--- config.mk ---
export PLATFORM = sky130hd
export DESIGN_NAME = uart_tx_arbiter_flat
export DESIGN_NICKNAME = d
export VERILOG_FILES = /design/src/rtl/uart_tx_arbiter_if.sv /design/src/rtl/uart_tx_arbiter.sv /design/src/flat_wrapper.sv
export SDC_FILE = /design/constraint.sdc
export NUM_CORES = 1
export LEC_CHECK = 0
export CORE_ASPECT_RATIO = 0.5
export CORE_UTILIZATION = 35
export DETAILED_ROUTE_END_ITERATION = 10
export HOLD_SLACK_MARGIN = 0.06
export PLACE_DENSITY = 0.54
export REMOVE_ABC_BUFFERS = 1
export SETUP_SLACK_MARGIN = 0.05
export SLEW_MARGIN = 20
export SYNTH_ARGS = -nofsm -noshare
export SYNTH_HDL_FRONTEND = slang
export SYNTH_SLANG_ARGS = --single-unit
--- constraint.sdc ---
create_clock -name clk -period 5.85 [get_ports clk]
set_clock_uncertainty 0.15 [all_clocks]
set_input_delay 1.17 -clock clk [delete_from_list [all_inputs] [get_ports clk]]
set_output_delay 1.17 -clock clk [all_outputs]
set_load 0.03 [all_outputs]
--- src/rtl/uart_tx_arbiter_if.sv ---
// Requester and UART-side signals of the shared transmitter arbiter.
// The slave modport is the arbiter; the master modport is the requesters plus UART.
interface uart_tx_arbiter_if #(
  parameter int unsigned N_REQ = 3
);
  logic [N_REQ-1:0]    req;
  logic [16*N_REQ-1:0] req_data;
  logic [N_REQ-1:0]    req_two;
  logic [N_REQ-1:0]    ack;
  logic [2:0]          grant_id;
  logic                busy;
  logic                tx_busy;
  logic                tx_start;
  logic [7:0]          tx_data;

  modport master (
    output req, req_data, req_two, tx_busy,
    input  ack, grant_id, busy, tx_start, tx_data
  );

  modport slave (
    input  req, req_data, req_two, tx_busy,
    output ack, grant_id, busy, tx_start, tx_data
  );
endinterface

--- src/rtl/uart_tx_arbiter.sv ---
// Round-robin arbiter sharing one UART transmitter between N_REQ word producers.
// Sends the granted word's low byte (and optionally high byte) and pulses ack on completion.
module uart_tx_arbiter #(
  parameter int unsigned N_REQ   = 3,
  parameter int unsigned BUSY_TO = 15
) (
  input  logic             clk,
  input  logic             reset,
  uart_tx_arbiter_if.slave bus
);
  localparam int unsigned IW = (N_REQ > 1) ? $clog2(N_REQ) : 1;
  localparam int unsigned CW = $clog2(BUSY_TO + 1);

  typedef enum logic [1:0] {IDLE, SEND, WAIT_BUSY, WAIT_DONE} state_t;

  state_t           state, state_d;
  logic [15:0]      word, word_d;
  logic             two, two_d;
  logic             byte_idx, byte_idx_d;
  logic [2:0]       grant_id, grant_id_d;
  logic [2:0]       last_grant, last_grant_d;
  logic [CW-1:0]    cnt, cnt_d;
  logic             tx_start, tx_start_d;
  logic [7:0]       tx_data, tx_data_d;
  logic [N_REQ-1:0] ack, ack_d;
  logic             busy, busy_d;

  logic [15:0]      words [N_REQ];
  logic             found_c;
  logic [2:0]       sel_c;
  int unsigned      cand_c;

  for (genvar g = 0; g < N_REQ; g++) begin : g_words
    assign words[g] = bus.req_data[16*g +: 16];
  end

  // Round-robin pick: first pending request after the last one served.
  always_comb begin
    found_c = 1'b0;
    sel_c   = '0;
    cand_c  = 0;
    for (int unsigned k = 1; k <= N_REQ; k++) begin
      cand_c = (32'(last_grant) + k) % N_REQ;
      if (!found_c && bus.req[IW'(cand_c)]) begin
        found_c = 1'b1;
        sel_c   = 3'(cand_c);
      end
    end
  end

  always_comb begin
    state_d      = state;
    word_d       = word;
    two_d        = two;
    byte_idx_d   = byte_idx;
    grant_id_d   = grant_id;
    last_grant_d = last_grant;
    cnt_d        = cnt;
    tx_start_d   = 1'b0;
    tx_data_d    = tx_data;
    ack_d        = '0;
    unique case (state)
      IDLE: begin
        if (found_c) begin
          word_d     = words[IW'(sel_c)];
          two_d      = bus.req_two[IW'(sel_c)];
          byte_idx_d = 1'b0;
          grant_id_d = sel_c;
          state_d    = SEND;
        end
      end
      SEND: begin
        if (!bus.tx_busy) begin
          tx_start_d = 1'b1;
          tx_data_d  = byte_idx ? word[15:8] : word[7:0];
          cnt_d      = '0;
          state_d    = WAIT_BUSY;
        end
      end
      WAIT_BUSY: begin
        if (bus.tx_busy) begin
          state_d = WAIT_DONE;
        end else begin
          cnt_d = cnt + CW'(1);
          // UART never acknowledged the start: re-issue the same byte
          if (cnt == CW'(BUSY_TO - 1)) state_d = SEND;
        end
      end
      WAIT_DONE: begin
        if (!bus.tx_busy) begin
          if (two && !byte_idx) begin
            byte_idx_d = 1'b1;
            state_d    = SEND;
          end else begin
            ack_d        = N_REQ'(1) << grant_id;
            last_grant_d = grant_id;
            state_d      = IDLE;
          end
        end
      end
      default: state_d = IDLE;
    endcase
    busy_d = (state_d != IDLE);
  end

  always_ff @(posedge clk or negedge reset) begin
    if (!reset) begin
      state      <= IDLE;
      word       <= '0;
      two        <= 1'b0;
      byte_idx   <= 1'b0;
      grant_id   <= '0;
      last_grant <= 3'(N_REQ - 1);
      cnt        <= '0;
      tx_start   <= 1'b0;
      tx_data    <= '0;
      ack        <= '0;
      busy       <= 1'b0;
    end else begin
      state      <= state_d;
      word       <= word_d;
      two        <= two_d;
      byte_idx   <= byte_idx_d;
      grant_id   <= grant_id_d;
      last_grant <= last_grant_d;
      cnt        <= cnt_d;
      tx_start   <= tx_start_d;
      tx_data    <= tx_data_d;
      ack        <= ack_d;
      busy       <= busy_d;
    end
  end

  assign bus.ack      = ack;
  assign bus.grant_id = grant_id;
  assign bus.busy     = busy;
  assign bus.tx_start = tx_start;
  assign bus.tx_data  = tx_data;
endmodule

--- src/flat_wrapper.sv ---
// flat-port wrapper written by rule: the top's interface ports become plain ports
module uart_tx_arbiter_flat 
#(
  parameter int unsigned N_REQ   = 3,
  parameter int unsigned BUSY_TO = 15
)
  (clk, reset, bus_req, bus_req_data, bus_req_two, bus_tx_busy, bus_ack, bus_grant_id, bus_busy, bus_tx_start, bus_tx_data);
  uart_tx_arbiter_if #(.N_REQ(N_REQ)) bus_i ();
  input  logic clk;
  input  logic reset;
  input wire logic [$bits(bus_i.req)-1:0] bus_req;
  input wire logic [$bits(bus_i.req_data)-1:0] bus_req_data;
  input wire logic [$bits(bus_i.req_two)-1:0] bus_req_two;
  input wire logic [$bits(bus_i.tx_busy)-1:0] bus_tx_busy;
  output wire logic [$bits(bus_i.ack)-1:0] bus_ack;
  output wire logic [$bits(bus_i.grant_id)-1:0] bus_grant_id;
  output wire logic [$bits(bus_i.busy)-1:0] bus_busy;
  output wire logic [$bits(bus_i.tx_start)-1:0] bus_tx_start;
  output wire logic [$bits(bus_i.tx_data)-1:0] bus_tx_data;
  assign bus_i.req = bus_req;
  assign bus_i.req_data = bus_req_data;
  assign bus_i.req_two = bus_req_two;
  assign bus_i.tx_busy = bus_tx_busy;
  assign bus_ack = bus_i.ack;
  assign bus_grant_id = bus_i.grant_id;
  assign bus_busy = bus_i.busy;
  assign bus_tx_start = bus_i.tx_start;
  assign bus_tx_data = bus_i.tx_data;
  uart_tx_arbiter #(.N_REQ(N_REQ), .BUSY_TO(BUSY_TO)) u_core (.clk(clk), .reset(reset), .bus(bus_i));
endmodule
==> impl_metrics.csv, run 1 <==
group,metric,value,unit
status,status,"complete, no violations",
synth,seq_area_frac_synth,30.36,%
synth,synth_flop_cell,"dfrtp_1",
timing,fmax,194.7,MHz
routing,drt_wl_total,9.076,mm
cells_and_area,drive_gt1_share,11.11,%
routing,drc,0,
routing,drt_pass1_iterations,4,
routing,viasPerCell,5.286,
floorplan,row_count,25,
critical_path,start_kind,"flip-flop",
critical_path,crit_path_end_kind,"flip-flop",
cts,cts.sinks,43,
cts,htree_num_levels,2,
synth,synthTopCellsByArea,"dfrtp_1 30%, ha_1 7.8%, nand2_1 6.1%",
routing,vias,3235,
hold_path,hold_depth,2,
critical_path,crit_fanout,26,
synth,yosys.area.top_type,"dfrtp_1",
global_routing,grt_pass1_wl,15.61,mm
synth,yosys_warnings,0,
global_routing,antenna_found_initial,0,
cts,cts_tree,"built",
cells_and_area,syn2layout_area_growth,28.00,%
cts,cts_buffers,5,
synth,ys_top_cells_by_count,"58 x nand2_1, 42 x dfrtp_1, 42 x nor2_1",
synth,synth-seq-cells,43,
critical_path,crit_required,5.88,ns
place,gp_congestion,0.8202,
synth,synth.most_common_cell,"nand2_1",
routing,wl_per_cell,14.83,um
critical_path,r2r-start,"u_core.last_grant[1]",
cts,clkSlewWorstSetupHoldPaths,0.06,ns
synth,async_reset_ff_share,100.0,%
global_routing,grt_pass1_vias,3033,
timing,slew_viol_final,0,
cts,insertion_delay,0.29,ns
synth,synth.avg_cell_area,8.613,um2
routing,ant_nets,0,
synth,syn_inst,412,
timing,setup_violations,0,
floorplan,core-area,9634,um2
floorplan,die-area,10570,um2
flow_run,maxCapViolations,0,
cells_and_area,nFillCells,973,
place,place.port_buffers,72,
floorplan,die_w,144.4,um
floorplan,io_pins,73,
timing,rsz0062_at_grt,"no",
cells_and_area,layout.nets,555,
synth,synth_cell_types,64,
critical_path,cp-startpoint,"u_core.last_grant[1]",
timing,hold_viol,0,
global_routing,grt_max_degree,44,
global_routing,grt_usage,18.85,%
cts,post_cts_resized,0,
hold_path,min_from,"u_core.word[1]",
timing,setup_tns,0,ns
floorplan,die_h,73.20,um
critical_path,crit_arrival,5.16,ns
cts,post_cts_buffers,0,
timing,worstMarginPinSlew,0.9617,ns
synth,synth_edf_count,0,
timing,min_period_over_period,87.79,%
floorplan,start_util,36.83,%
global_routing,grt.overflow.total,0,
critical_path,ff2ff_path_depth,18,
place,hpwlAfterDp,6.633,mm
timing,maxSlewHeadroom,35.88,%
hold_path,min_path_type,"flip-flop to flip-flop",
cells_and_area,antenna_cells,0,
timing,finalCriticalPeriod,5.136,ns
synth,netlist.area_leader.share,29.62,%
synth,netlist_area,3548,um2
routing,dr.first_iter.drc_count,141,
cts,cts_hold_buf,0,
cts,cts.path.max_buffers,2,
cts,root_buffer,"clkbuf_16",
critical_path,critPathKind,"flip-flop to flip-flop",
-- sequential cells by signal, indices dropped and copies added (netlist names) --
name and cells:
u_core.bus.tx_data 8, u_core.state 2, u_core.last_grant 3, u_core.bus.ack 3, u_core.bus.tx_start 1, u_core.byte_idx 1, u_core.word 16, u_core.bus.grant_id 3
u_core.bus.busy 1, u_core.cnt 4, u_core.two 1
-- cell usage in the layout (no fill, tap or decap), types with 17 or more instances in the layout --
cell type / instances
nor2_1: 42
dfrtp_1: 42
and3_1: 17
clkdlybuf4s50_1: 71
nand2_1: 58
a32oi_1: 18
a21oi_1: 18
inv_1: 19
o21ai_0: 17
a2bb2oi_1: 17
ha_1: 22
-- stage by stage --
step / util [%] / cells / hold WS, ns / cell area (um2) / setup WS, ns
2_1_floorplan: - / 390 / 0.2978 / 3408 / 0.2797
3_3_place_gp: 45.27 / 604 / 0.3157 / 4362 / 0.8150
3_5_place_dp: 45.27 / 604 / 0.3206 / 4362 / 0.7279
4_1_cts: 47.12 / 612 / 0.3360 / 4539 / 0.7029
5_1_grt: 47.14 / 612 / 0.3657 / 4542 / 0.3588
6_report: 47.14 / 612 / 0.3282 / 4542 / 0.7140
-- final cells by class --
cell class              instances  area, um2  share of cell area [%]
clock buffers                   6      138.9                   3.058
clock inverters                 2      38.79                  0.8540
inverters                      21      78.83                   1.736
well taps                     135      168.9                   3.719
repair buffers                 79      770.7                   16.97
multi-input cells             326       2268                   49.94
flip-flops and latches         43       1077                   23.72
-- path summary, 6_finish.rpt --
kind	to	slack, ns
max	u_core.word[13]	0.71
min	u_core.word[1]	0.33
max reg2reg	u_core.word[13]	0.71
min reg2reg	u_core.word[1]	0.33
max in group asynchronous	u_core.last_grant[1]	4.44
min in group asynchronous	u_core.word[0]	0.71
-- critical path, stage by stage (launching register included) --
cell	delay [ns]
dfstp_2	0.59
inv_1	0.16
ha_1	0.47
inv_1	0.14
ha_1	0.26
ha_1	0.22
o21ba_2	0.29
nand2_1	0.11
xnor2_1	0.14
ha_1	0.21
a31oi_2	0.24
o21ai_2	0.13
or3_1	0.37
nand3_2	0.13
o22ai_1	0.11
o21ai_2	0.75
buf_4	0.30
and3_1	0.18
o31ai_2	0.06
-- cells by family after synthesis --
family,count (synthesis),share of synthesized area [%]
mux,12,3.491
simple gates,159,21.65
buf+inv,43,6.171
fa+ha+maj,22,7.757
compound gates,125,28.39
xor+xnor,8,2.186
flops,43,30.36
-- layer usage --
layer / GRT usage, % / vias up / part of all wire [%]
met2: 30.24 / 62 / 45
met1: 26.76 / 1514 / 50
met3: 2.559 / 7 / 3.6
met5: 0 / - / 0
met4: 4.678 / 0 / 0.95
li1: - / 1652 / -
Power of run 1 is left out: the tool's default activity adds up to more than one toggle a clock period on the data nets, which glitch-free logic cannot reach.
==> inputs of run 2 (changes only) <==
CAP_MARGIN = 0   (was default)
==> results of run 2 <==
Same layout as run 1: the final DEF is identical, and so are final timing and power.
Power of run 2 is left out for the same reason.
==> inputs of run 3 (changes only) <==
GPL_ROUTABILITY_DRIVEN = 0   (was default)
==> results of run 3 <==
Same layout as run 1: the final DEF is identical, and so are final timing and power.
Power of run 3 is left out for the same reason.
